## src/rtl/uart_rx.sv

```systemverilog
// uart_rx: oversampling UART receiver with 3-sample majority voting, optional parity and stop-bit checks.
module uart_rx #(
  parameter int Data_WD = 8
) (
  input  logic               CLK,
  input  logic               RST,
  input  logic               RX_IN,
  input  logic [5:0]         Prescale,
  input  logic               PAR_EN,
  input  logic               PAR_TYP,
  output logic [Data_WD-1:0] P_DATA,
  output logic               Data_Valid,
  output logic               Par_Err,
  output logic               Stop_Err
);
  localparam int BW = (Data_WD > 1) ? $clog2(Data_WD) : 1;
  localparam logic [BW-1:0] LAST_BIT = BW'(Data_WD - 1);
  typedef enum logic [2:0] {IDLE, START, DATA, PARITY, STOP} state_e;
  state_e state_q, state_d;
  logic [5:0] edge_q, edge_d, p_q, p_d;
  logic [BW-1:0] bit_q, bit_d;
  logic pen_q, pen_d, ptyp_q, ptyp_d;
  logic [2:0] smp_q, smp_d;
  logic [Data_WD-1:0] data_q, data_d, pd_q, pd_d;
  logic perr_q, perr_d, serr_q, serr_d, done_q, done_d;
  logic dv_q, dv_d, pe_q, pe_d, se_q, se_d;
  logic [5:0] p_in, half;
  logic is_last, in_win, maj;
  assign p_in = (Prescale == 6'd16 || Prescale == 6'd32) ? Prescale : 6'd8;
  assign half = {1'b0, p_q[5:1]};
  assign is_last = edge_q == p_q - 6'd1;
  assign in_win = edge_q >= half - 6'd1 && edge_q <= half + 6'd1;
  assign maj = (smp_q[0] & smp_q[1]) | (smp_q[0] & smp_q[2]) | (smp_q[1] & smp_q[2]);
  always_comb begin
    state_d = state_q;
    edge_d = is_last ? '0 : edge_q + 6'd1;
    bit_d = bit_q;
    p_d = p_q;
    pen_d = pen_q;
    ptyp_d = ptyp_q;
    smp_d = in_win ? {smp_q[1:0], RX_IN} : smp_q;
    data_d = data_q;
    perr_d = perr_q;
    serr_d = serr_q;
    done_d = 1'b0;
    // frame verdict is registered one cycle after the stop bit completes
    dv_d = done_q & ~perr_q & ~serr_q;
    pe_d = done_q & perr_q;
    se_d = done_q & serr_q;
    pd_d = dv_d ? data_q : pd_q;
    case (state_q)
      IDLE: begin
        edge_d = '0;
        smp_d = smp_q;
        if (!RX_IN) begin
          state_d = START;
          edge_d = 6'd1;
          p_d = p_in;
          pen_d = PAR_EN;
          ptyp_d = PAR_TYP;
          perr_d = 1'b0;
          serr_d = 1'b0;
        end
      end
      START: if (is_last) state_d = maj ? IDLE : DATA;
      DATA: if (is_last) begin
        data_d[bit_q] = maj;
        bit_d = (bit_q == LAST_BIT) ? '0 : bit_q + 1'b1;
        if (bit_q == LAST_BIT) state_d = pen_q ? PARITY : STOP;
      end
      PARITY: if (is_last) begin
        perr_d = maj ^ (^data_q) ^ ptyp_q;
        state_d = STOP;
      end
      STOP: if (is_last) begin
        serr_d = ~maj;
        done_d = 1'b1;
        state_d = IDLE;
      end
      default: state_d = IDLE;
    endcase
  end
  always_ff @(posedge CLK or negedge RST) begin
    if (!RST) begin
      state_q <= IDLE;
      edge_q <= '0;
      bit_q <= '0;
      p_q <= 6'd8;
      pen_q <= 1'b0;
      ptyp_q <= 1'b0;
      smp_q <= '0;
      data_q <= '0;
      perr_q <= 1'b0;
      serr_q <= 1'b0;
      done_q <= 1'b0;
      dv_q <= 1'b0;
      pe_q <= 1'b0;
      se_q <= 1'b0;
      pd_q <= '0;
    end else begin
      state_q <= state_d;
      edge_q <= edge_d;
      bit_q <= bit_d;
      p_q <= p_d;
      pen_q <= pen_d;
      ptyp_q <= ptyp_d;
      smp_q <= smp_d;
      data_q <= data_d;
      perr_q <= perr_d;
      serr_q <= serr_d;
      done_q <= done_d;
      dv_q <= dv_d;
      pe_q <= pe_d;
      se_q <= se_d;
      pd_q <= pd_d;
    end
  end
  assign P_DATA = pd_q;
  assign Data_Valid = dv_q;
  assign Par_Err = pe_q;
  assign Stop_Err = se_q;
endmodule

```

## config.mk

```make
export PLATFORM = sky130hd
export DESIGN_NAME = uart_rx
export DESIGN_NICKNAME = d
export VERILOG_FILES = /design/src/rtl/uart_rx.sv
export SDC_FILE = /design/constraint.sdc
export NUM_CORES = 1
export LEC_CHECK = 0
export ABC_AREA = 1
export CELL_PAD_IN_SITES_DETAIL_PLACEMENT = 2
export CELL_PAD_IN_SITES_GLOBAL_PLACEMENT = 2
export CORE_UTILIZATION = 36
export CTS_CLUSTER_SIZE = 8
export DETAILED_ROUTE_END_ITERATION = 16
export HOLD_SLACK_MARGIN = 0.05
export PLACE_DENSITY = 0.89
export SETUP_SLACK_MARGIN = 0.5
export SLEW_MARGIN = 20
export SYNTH_ARGS = -nofsm -noshare
export SYNTH_HDL_FRONTEND = slang
export SYNTH_SLANG_ARGS = --single-unit
```

## constraint.sdc

```tcl
create_clock -name CLK -period 3.32 [get_ports CLK]
set_input_delay 0.332 -clock CLK [delete_from_list [all_inputs] [get_ports CLK]]
set_output_delay 0.332 -clock CLK [all_outputs]
set_load 0.005 [all_outputs]
```

==> Word-level counts from Yosys, hierarchy flattened <==
Cells that the tools add are included.
{ "op_classes": {"n_bitwise": 16, "muxes": 24, "order_cmp": 4, "n_addsub": 5, "n_reduce_logical": 13, "n_eq_ne": 14} }
{ "ops": {"columns": ["op", "n"], "rows": [
  ["3-bit two-way mux", 8],
  ["6-bit two-way mux", 3],
  ["3-bit case mux with 5 select lines", 1],
  ["2-bit inequality test, second input constant", 6],
  ["8-bit bitwise mux", 1],
  ["8-bit parity", 1],
  ["1-bit AND", 7],
  ["1-bit two-way mux", 7],
  ["5-bit by 1-bit adder with 6-bit output, second input constant", 1],
  ["6-bit by 1-bit adder with 6-bit output, second input constant", 1],
  ["3-bit by 2-bit equality test with 1-bit output, second input constant", 2],
  ["3-bit equality test, second input constant", 2],
  ["6-bit by 5-bit equality test with 1-bit output, second input constant", 1],
  ["6-bit equality test", 1],
  ["6-bit equality test, second input constant", 1],
  ["6-bit >= comparator", 1],
  ["6-bit <= comparator", 1],
  ["2-bit AND reduction", 3],
  ["3-bit AND reduction", 2],
  ["6-bit AND reduction", 1],
  ["5-bit by 1-bit subtractor with 6-bit output, second input constant", 1],
  ["6-bit by 1-bit subtractor with 6-bit output, second input constant", 1],
  ["1-bit inverter", 5],
  ["3-bit by 4-bit less-than comparator with 1-bit output, second input constant", 1],
  ["12 further kinds", 17]
]} }
{ "word_totals": {"wordCells": 91, "reg_bits": 45} }

==> Depth between registers and ports, before layout <==
Gate-level depths: netlist (run 1).
{ "depth": {"depth_word": 7, "ltp_mapped": 15} }

==> Least setup slack after synthesis (run 1) <==
Ideal clock, no wire load.
{ "synth_path": {"path_type": "reg2reg", "startpoint": "register p_q[1]", "endpoint": "register smp_q[0]", "stages_incl_launch_ff": 14, "required_ns": 3.194, "period_less_slack_ns": 2.031, "slack_ns": 1.289, "arrival_ns": 1.905, "path_buffers": 0, "path_cell_list": "dfrtp_1 > inv_1 > ha_1 > nand2_1 > nor2_1 > xor2_1 > ha_1 > nand2_1 > inv_1 > nand2_1 > o211ai_1 > nand3_1 > nand2_1 > o21ai_0"} }
{ "synth_between": {"elab_chain_len": 4, "elab_cells_between_ends": 6, "classes_between": "add/sub: 2; order compare: 2; reduce/logical: 2"} }
{ "synth_lines": {"columns": ["item", "line", "source"], "rows": [
  ["start, declared", "20", "logic [5:0] edge_q, edge_d, p_q, p_d;"],
  ["start signal, assigned", "104", "p_q <= p_d;"],
  ["5-bit by 1-bit subtractor with 6-bit output or 5-bit by 1-bit adder with 6-bit output (tied branches)", "32", "assign in_win = edge_q >= half - 6'd1 && edge_q <= half + 6'd1;"],
  ["6-bit >= comparator or 6-bit <= comparator (tied branches)", "32", null],
  ["1-bit logical AND (*)", "32", null],
  ["2-bit AND reduction (no source line) (*)", null, null],
  ["end signal, assigned", "107", "smp_q <= smp_d;"],
  ["end, declared", "23", "logic [2:0] smp_q, smp_d;"]
]} }
Every way passes the cells marked *; elsewhere a longest branch is shown, timed or not.
A chain may end at the register's enable or synchronous reset.

==> Worst setup path after layout (run 1) <==
Same ends and word-level chain as after synthesis.

==> results of run 1 <==
## state kept, by name, indices dropped and copies added (netlist names)
register and flops:
P_DATA 8, data_q 8, edge_q 6, p_q 6, bit_q 3, smp_q 3, state_q 3, Data_Valid 1
Par_Err 1, Stop_Err 1, done_q 1, pen_q 1, perr_q 1, ptyp_q 1, serr_q 1
## final timing paths
check                                      startpoint                     end  depth (start not counted)
worst min register to register  P_DATA[6]$_DFFE_PN0P_   P_DATA[6]$_DFFE_PN0P_                          2
max in group asynchronous                         RST  state_q[0]$_DFFE_PN0P_                          1
worst max register to register     p_q[1]$_DFFE_PN0P_    smp_q[0]$_DFFE_PN0P_                         13
min in group CLK                P_DATA[6]$_DFFE_PN0P_   P_DATA[6]$_DFFE_PN0P_                          2
worst min-delay path                              RST   P_DATA[7]$_DFFE_PN0P_                          1
worst max-delay path               p_q[1]$_DFFE_PN0P_    smp_q[0]$_DFFE_PN0P_                         13
## cell usage in the layout (no fill, tap or decap), types with 2 or more instances in the layout
cell,count
nor3_1,2
xor2_1,8
or2_2,3
ha_1,18
o21a_1,3
nor2_1,24
nor2_2,4
o22ai_1,3
inv_2,2
clkbuf_8,5
xnor2_1,6
inv_1,46
a21oi_1,7
nand2_1,137
nand4_1,10
nand3_1,26
clkdlybuf4s50_1,20
a211oi_1,2
dfrtp_1,44
o21ai_0,13
## layer usage
layer,GRT usage,share of wire
met2,0.420,0.50
met4,0.0765,0.021
met3,0.0369,0.019
met1,0.304,0.46
met5,0,0
## cell type report
cell class                      count  share of cell area
Clock buffer                        5              0.0221
Tap cell                           99              0.0397
Multi-Input combinational cell    270               0.446
Inverter                           48              0.0578
Sequential cell                    45               0.361
Clock inverter                      3             0.00682
Timing Repair Buffer               21              0.0666
## worst max-delay path, delay by kind of cell (launching register included)
kind                       cells  cell delay [ps]
and+or+nand+nor                6              700
adders and majority gates      2              530
DFF                            1              420
AOI/OAI and AO/OA              2              270
buffers and inverters          2              260
xor gates and xnor gates       1              100
## where the power goes
| part | switching [mW] | internal, mW |
|---|---|---|
| Clock | 0.211 | 0.150 |
| Combinational | 0.425 | 0.192 |
| Sequential | 0.0948 | 0.621 |
## cells by family (layout without fill, tap and decap cells)
logic type | Yosys count | after routing | synth area share
XOR/XNOR | 14 | 14 | 0.0447
AND/OR/NAND/NOR | 209 | 209 | 0.320
flip-flops | 45 | 45 | 0.411
AO/OA/AOI/OAI | 29 | 29 | 0.0597
buffers and inverters | 53 | 77 | 0.0825
adder cells (fa/ha/maj) | 18 | 18 | 0.0821
==> impl_metrics.ini, run 1 <==
[routing]
viasPerCell = 5.15
drtPass1Iterations = 4
route.vias.total = 2530
wl_per_cell_um = 17.8
drc = 0
postRouteAntennaNets = 0
drt_iter0_drc = 84
drt-total-wl_mm = 8.73

[cells_and_area]
multi_input_area_um2 = 1390
areaGrowthSynthToFinish_pct = 13.7
fin_area_um2 = 3120
drive_above_1_share = 0.0561
final_util = 0.428
num-fill-cells = 893
nets = 420
layoutNonFillerInstCount = 491
num_antenna_cells = 0
seq_area_um2 = 1130

[clocking]
cts_hold_buf = 0
cts.repair.resized = 0
cts_num_sinks = 45
clk_latency_ps = 310
cts_setup_buffers = 0
cts_root_buf = clkbuf_8
cts_max_path_buffers = 2
path_clk_slew_ps = 90
cts_tree = built
h-tree-depth = 2
cts_buffers = 5

[logic_synthesis]
synth_top_area_share = 0.401
synthCells = 368
ys_seq_elements = 45
syn_area_per_cell_um2 = 7.46
syn_area_um2 = 2740
synth_nets = 397
synth_most_common_cell = nand2_1
yosys_warnings = 0
yosysTopAreaCell = dfrtp_1
synth_edf_count = 0
synth_area_leaders = dfrtp_1 (40%), nand2_1 (19%), ha_1 (8.2%), inv_1 (6.3%), nand3_1 (4.7%)
yosys-top-cells-count = nand2_1 (137), inv_1 (46), dfrtp_1 (44)
async_flop_share = 1.00
ys_types = 26
synthFlopType = dfrtp_1
yosysSeqAreaShare = 0.411

[floorplanning]
die_y_um = 89.3
die_x_um = 89.3
core_um2 = 7290
die_area_um2 = 7980
io_pins = 22
initial_core_util = 0.376
rows = 31

[critical_path]
cp_common_cell = nand2_1
r2r_slack_ps = 920
cpPeakStageDelay_ps = 420
critPathLaunchType = register
critPathKind = register to register
crit_fanout = 6
critical_path.cell_chain = inv_1, ha_1, nand2_1, nor2_1, xor2_1, ha_1, nand2_1, inv_1, nand2_1, o211ai_1, nand3_1, nand2_1, o21ai_0
crit_required_ps = 3500
critical_path_arrival_ps = 2580
cp-end-kind = register
slowest_stage = dfrtp_1

[placement]
gp_congestion = 0.801
post-place-ws_ps = 992
io_buffers = 21
dp_cells = 483
hpwl_mm = 6.28
place_area_um2 = 3030

[power]
total_power_mw = 1.69
ir_drop_v = 0.000275
pwr_density_cell_nw_per_um2 = 543
p_leak_nw = 1.67

[timing]
setup_viol = 0
fin_tns_setup_ps = 0
final-hold-violation-count = 0
fmax_mhz = 417
fin_crit_sh = 0.723
holdWs_ps = 31.6
drv_slew = 0
slew_headroom = 0.591
clock_skew_ps = 15.8
finalCriticalPeriod_ps = 2400
grt_setup_unrepaired = no
setup_ws_ps = 921
worstMarginPinSlew_ps = 614

[global_route]
grt_overflow = 0
grt_max_degree = 46
track_usage = 0.240
grt_pass1_wl_mm = 14.2
grt_pass1_vias = 2770
antenna_found_initial = 0

[worst_hold_path]
min-delay-path-class = primary input to async pin

[outcome]
status = finished clean

[run]
maxCapViolations = 0
(Power assumes the default switching activity.)
==> run 2: changes to the inputs <==
Settings changed: CORE_UTILIZATION 36 to 34, PLACE_DENSITY 0.89 to 0.85.
Clock period 3.32 ns to 2.4 ns, I/O delays scaled along.
==> run 2 against run 1 <==
  * First-iteration DRC count is 20% higher
  * Combinational power rose by 93%
  * Count of clock-buffer cells in the layout unchanged
  * Flip-flop and latch count stayed put
  * Cell count increased by 7.3%
  * Non-clock buffer count up 30
  * Critical endpoint is now smp_q[2]$_DFFE_PN0P_
  * Largest cell class unchanged
  * Largest power group is now combinational logic
  * Highest routed layer unchanged
==> impl_metrics.ini, run 2 (synthesis gave the netlist of run 1 again) <==
[cells_and_area]
num-fill-cells = 877
nets = 453
final_common_cell = nand2_1
layoutNonFillerInstCount = 527
num_antenna_cells = 0
final_cell_mix = nand2_1 (109), dfrtp_1 (41), inv_1 (40)
drive_above_1_share = 0.249
areaGrowthSynthToFinish_pct = 34.2

[timing]
fin_tns_setup_ps = 0
fin_crit_sh = 0.973
finalCriticalPeriod_ps = 2340
fmax_mhz = 428
grt_setup_unrepaired = yes
final-hold-violation-count = 0
setup_viol = 0
clock_skew_ps = 10.1
worstMarginPinSlew_ps = 504
slew_headroom = 0.663
drv_slew = 0

[critical_path]
cp-end-kind = register
rr_worst_depth = 13
critPathLaunchType = register
crit_required_ps = 2600
critPathKind = register to register
r2r_end = smp_q[2]$_DFFE_PN0P_
crit_start = p_q[1]$_DFFE_PN0P_
r2r_slack_ps = 60
rr_startpoint = p_q[1]$_DFFE_PN0P_
critical_path_arrival_ps = 2530
crit_fanout = 6

[routing]
drt-total-wl_mm = 12.7
postRouteAntennaNets = 0
route.vias.total = 2905
drt_iter0_drc = 101
wl_per_cell_um = 24.1
drc = 0
viasPerCell = 5.51
drtPass1Iterations = 4

[floorplanning]
die_area_um2 = 8430
core_um2 = 7770
rows = 32
initial_core_util = 0.353
die_x_um = 91.8
die_y_um = 91.8
io_pins = 22

[clocking]
path_clk_slew_ps = 100
cts_num_sinks = 45
cts_tree = built
cts_buffers = 5
cts_root_buf = clkbuf_8
cts_max_path_buffers = 2
clk_latency_ps = 310
h-tree-depth = 2

[placement]
dp_cells = 490
io_buffers = 21
hpwl_mm = 6.25
gp_congestion = 0.810

[global_route]
grt_pass1_vias = 3182
track_usage = 0.270
grt_overflow = 0
grt_pass1_wl_mm = 17.4
grt_max_degree = 24
antenna_found_initial = 0

[power]
pwr_density_cell_nw_per_um2 = 734
p_leak_nw = 1.84
power_frac_seq = 0.369
ir_drop_v = 0.000505
internal-power_mw = 1.45
total_power_mw = 2.70
clkPwrFrac = 0.190
p_sw_frac = 0.464
power.switching_mw = 1.25
comb_power_share = 0.441

[run]
maxCapViolations = 0

[worst_hold_path]
min-delay-path-class = primary input to async pin

[outcome]
status = finished clean
## run 2: cell types whose count changed in the layout (fill, tap and decap cells not counted), sizes merged
cell	delta
dlygate4sd3	+1
nor2	+3
buf	+29
## run 2: timing repair
item / 4_1_cts / 5_1_grt
endpoints found under the setup margin: 24 / 29
gates cloned: 2 / 1
gates resized for setup: 38 / 50
hold endpoints to repair: 7 / 0
pin swaps: 21 / 36
setup buffers: 18 / 7
hold buffers: 1 / 0
## run 2: worst max-delay path, stage by stage (launching register included)
cell and delay (ps):
dfrtp_2 450, inv_4 100, buf_6 110, buf_4 100, nand2_2 50, xor2_1 170
ha_1 390, nand2_2 100, inv_2 80, nand2_2 60, o211ai_1 290, nand3_4 150
nand2_1 90, o21ai_1 70
## run 2: layer usage
metal,vias to the layer above,part of all wire,GRT usage
li1,1281,-,-
met1,1501,0.42,0.333
met2,90,0.52,0.506
met3,33,0.034,0.0224
met4,0,0.029,0.0677
met5,-,0,0
## run 2: how the worst max path moves through the flow
stage                                       to  slack, ps  cells past startpoint
after floorplan           smp_q[0]$_DFFE_PN0P_        510                     13
after global placement    smp_q[0]$_DFFE_PN0P_        210                     13
after detailed placement  smp_q[2]$_DFFE_PN0P_        140                     13
after CTS                 smp_q[1]$_DFFE_PN0P_        300                     11
after global routing      smp_q[2]$_DFFE_PN0P_        -10                     13
final                     smp_q[2]$_DFFE_PN0P_         60                     13
## run 2: power groups by stage
stage | clock network [mW] | logic (mW) | registers [mW]
floorplan | 0 | 0.591 | 0.946
global placement | 0 | 0.783 | 0.988
detailed placement | 0 | 0.829 | 0.995
CTS | 0.512 | 0.909 | 0.978
global route | 0.539 | 1.28 | 1.01
finish | 0.514 | 1.19 | 0.997
## run 2: area by class of cell
| type | instances | area [um^2] | area share |
|---|---|---|---|
| inverter | 48 | 190 | 0.0516 |
| sequential | 45 | 1130 | 0.307 |
| clock buffer | 5 | 68.8 | 0.0187 |
| tap | 102 | 128 | 0.0347 |
| timing repair buffer | 51 | 463 | 0.126 |
| clock inverter | 3 | 21.3 | 0.00578 |
| multi-input combinational | 273 | 1680 | 0.456 |
## run 2: per-stage QoR
| step | hold slack, ps | worst slack [ps] | utilization | cell area (um^2) |
|---|---|---|---|---|
| floorplan | -55.6 | 507 | - | 2760 |
| global placement | 93.0 | 209 | 0.397 | 3080 |
| detailed placement | 97.5 | 136 | 0.397 | 3080 |
| CTS | 302 | 299 | 0.443 | 3440 |
| global route | 346 | -10.4 | 0.474 | 3680 |
| finish | 324 | 64.2 | 0.474 | 3680 |
==> run 3: changes to the inputs <==
Settings changed: REMOVE_ABC_BUFFERS from default to 1.
==> run 3 against run 2 <==
  * Via count shrank 2.1%
  * Hold slack improved by 160 ps
  * Combinational power barely moved
  * Largest cell class unchanged
  * Critical path type unchanged
  * Global-route usage decreased by 2.2 points
  * Highest routed layer unchanged
  * Final area is 1.1% higher
  * Cell count up 0.38%
  * First-iteration DRC count increased by 46%
  * Power down 0.75%
  * Clock skew rose by 6.5 ps
  * Critical endpoint is now smp_q[0]$_DFFE_PN0P_
  * Flip-flop and latch count stayed put
  * Non-clock buffer count up 2
==> impl_metrics.ini, run 3 (synthesis gave the netlist of run 1 again) <==
[timing]
setup_viol = 0
fin_tns_setup_ps = 0
fin_crit_sh = 0.989
final-hold-violation-count = 0
holdWs_ps = 488
clock_skew_ps = 16.6
drv_slew = 0
worstMarginPinSlew_ps = 706
grt_setup_unrepaired = yes
fmax_mhz = 421
slew_headroom = 0.529
finalCriticalPeriod_ps = 2370
setup_ws_ps = 27.3

[critical_path]
critPathKind = register to register
cp_common_cell = nand2_1
critPathLaunchType = register
crit_required_ps = 2640
cp.buffers_inverters = 0
cpPeakStageDelay_ps = 460
critical_path.cell_chain = ha_1, nand3_1, xor2_1, ha_1, nand2_1, nor2_1, nand2_1, o21ai_0, nand2_1, nand3_2, nand2_1, o21ai_1
cp_top_family = simple AND/OR/NAND/NOR gates
critical_path_arrival_ps = 2620
cp-end-kind = register
crit_fanout = 6
slowest_stage = dfrtp_1

[power]
total_power_mw = 2.68
p_leak_nw = 1.89
pwr_density_cell_nw_per_um2 = 721
ir_drop_v = 0.000461

[floorplanning]
die_x_um = 91.8
die_area_um2 = 8430
core_um2 = 7770
die_y_um = 91.8
rows = 32
initial_core_util = 0.353
io_pins = 22

[cells_and_area]
nets = 455
num_antenna_cells = 0
num-fill-cells = 888
layoutNonFillerInstCount = 529
final_common_cell = nand2_1
drive_above_1_share = 0.246
final_cell_mix = nand2_1 (119), dfrtp_1 (42), inv_1 (39)
areaGrowthSynthToFinish_pct = 35.6

[placement]
dp_cells = 491
post-place-ws_ps = 5.96
io_buffers = 21
gp_congestion = 0.792
hpwl_mm = 6.08

[clocking]
h-tree-depth = 2
cts_num_sinks = 45
cts_tree = built
cts_root_buf = clkbuf_8
cts_buffers = 5
path_clk_slew_ps = 100
cts_max_path_buffers = 2
clk_latency_ps = 320

[global_route]
grt_pass1_wl_mm = 16.3
grt_max_degree = 28
grt_pass1_vias = 3014
antenna_found_initial = 0
track_usage = 0.248
grt_overflow = 0

[routing]
drt-total-wl_mm = 12.5
route.vias.total = 2845
drc = 0
drt_iter0_drc = 147
postRouteAntennaNets = 0
drtPass1Iterations = 4
wl_per_cell_um = 23.6
viasPerCell = 5.38

[worst_hold_path]
min-delay-path-class = register to register

[run]
maxCapViolations = 0

[outcome]
status = finished clean
==> run 3: layer usage <==
metal	track usage	up-vias	share of wire
met5	0	-	0
met4	0.0755	0	0.050
met3	0.0323	44	0.035
met2	0.432	90	0.50
met1	0.320	1433	0.41
li1	-	1278	-
==> run 3: path summary, 6_finish.rpt <==
check | start | to | slack, ps | cells past startpoint
min | P_DATA[4]$_DFFE_PN0P_ | P_DATA[4]$_DFFE_PN0P_ | 490 | 2
max reg2reg | p_q[1]$_DFFE_PN0P_ | smp_q[0]$_DFFE_PN0P_ | 30 | 12
max in group asynchronous | RST | smp_q[2]$_DFFE_PN0P_ | 1200 | 3
min reg2reg | P_DATA[4]$_DFFE_PN0P_ | P_DATA[4]$_DFFE_PN0P_ | 490 | 2
min in group asynchronous | RST | data_q[4]$_DFFE_PN0P_ | 530 | 2
max | p_q[1]$_DFFE_PN0P_ | smp_q[0]$_DFFE_PN0P_ | 30 | 12
==> run 3: per-stage QoR <==
| stage | instance area, um^2 | utilization |
|---|---|---|
| after floorplan | 2700 | - |
| after detailed placement | 3070 | 0.395 |
| after global placement | 3070 | 0.395 |
| final | 3720 | 0.479 |
| after CTS | 3400 | 0.437 |
| after global routing | 3720 | 0.479 |
==> run 3: repair_timing <==
action / in CTS / in global routing
buffers inserted: 10 / 16
setup endpoints to repair: 24 / 28
gates resized for setup: 36 / 46
cloned: 3 / 0
pin swaps: 23 / 28
hold buffers: 1 / 0
hold endpoints to repair: 24 / 0
==> run 3: layout make-up <==
cell class | instances | area, um^2 | share of cell area
Clock buffer | 5 | 68.8 | 0.0185
Clock inverter | 3 | 21.3 | 0.00572
Inverter | 48 | 190 | 0.0511
Multi-Input combinational cell | 273 | 1660 | 0.446
Sequential cell | 45 | 1130 | 0.304
Tap cell | 102 | 128 | 0.0343
Timing Repair Buffer | 53 | 524 | 0.141
==> run 3: worst register-to-register path: stages (launching register included) <==
cell and delay [ps]:
dfrtp_1 460, ha_1 280, nand3_1 150, xor2_1 190, ha_1 310, nand2_1 100, nor2_1 150, nand2_1 70
o21ai_0 180, nand2_1 110, nand3_2 140, nand2_1 80, o21ai_1 80
==> run 3: power breakdown <==
group          leakage, nW  switching (mW)  internal [mW]
logic                 1.23           0.788          0.375
registers            0.608           0.143          0.859
clock network       0.0445           0.309          0.208
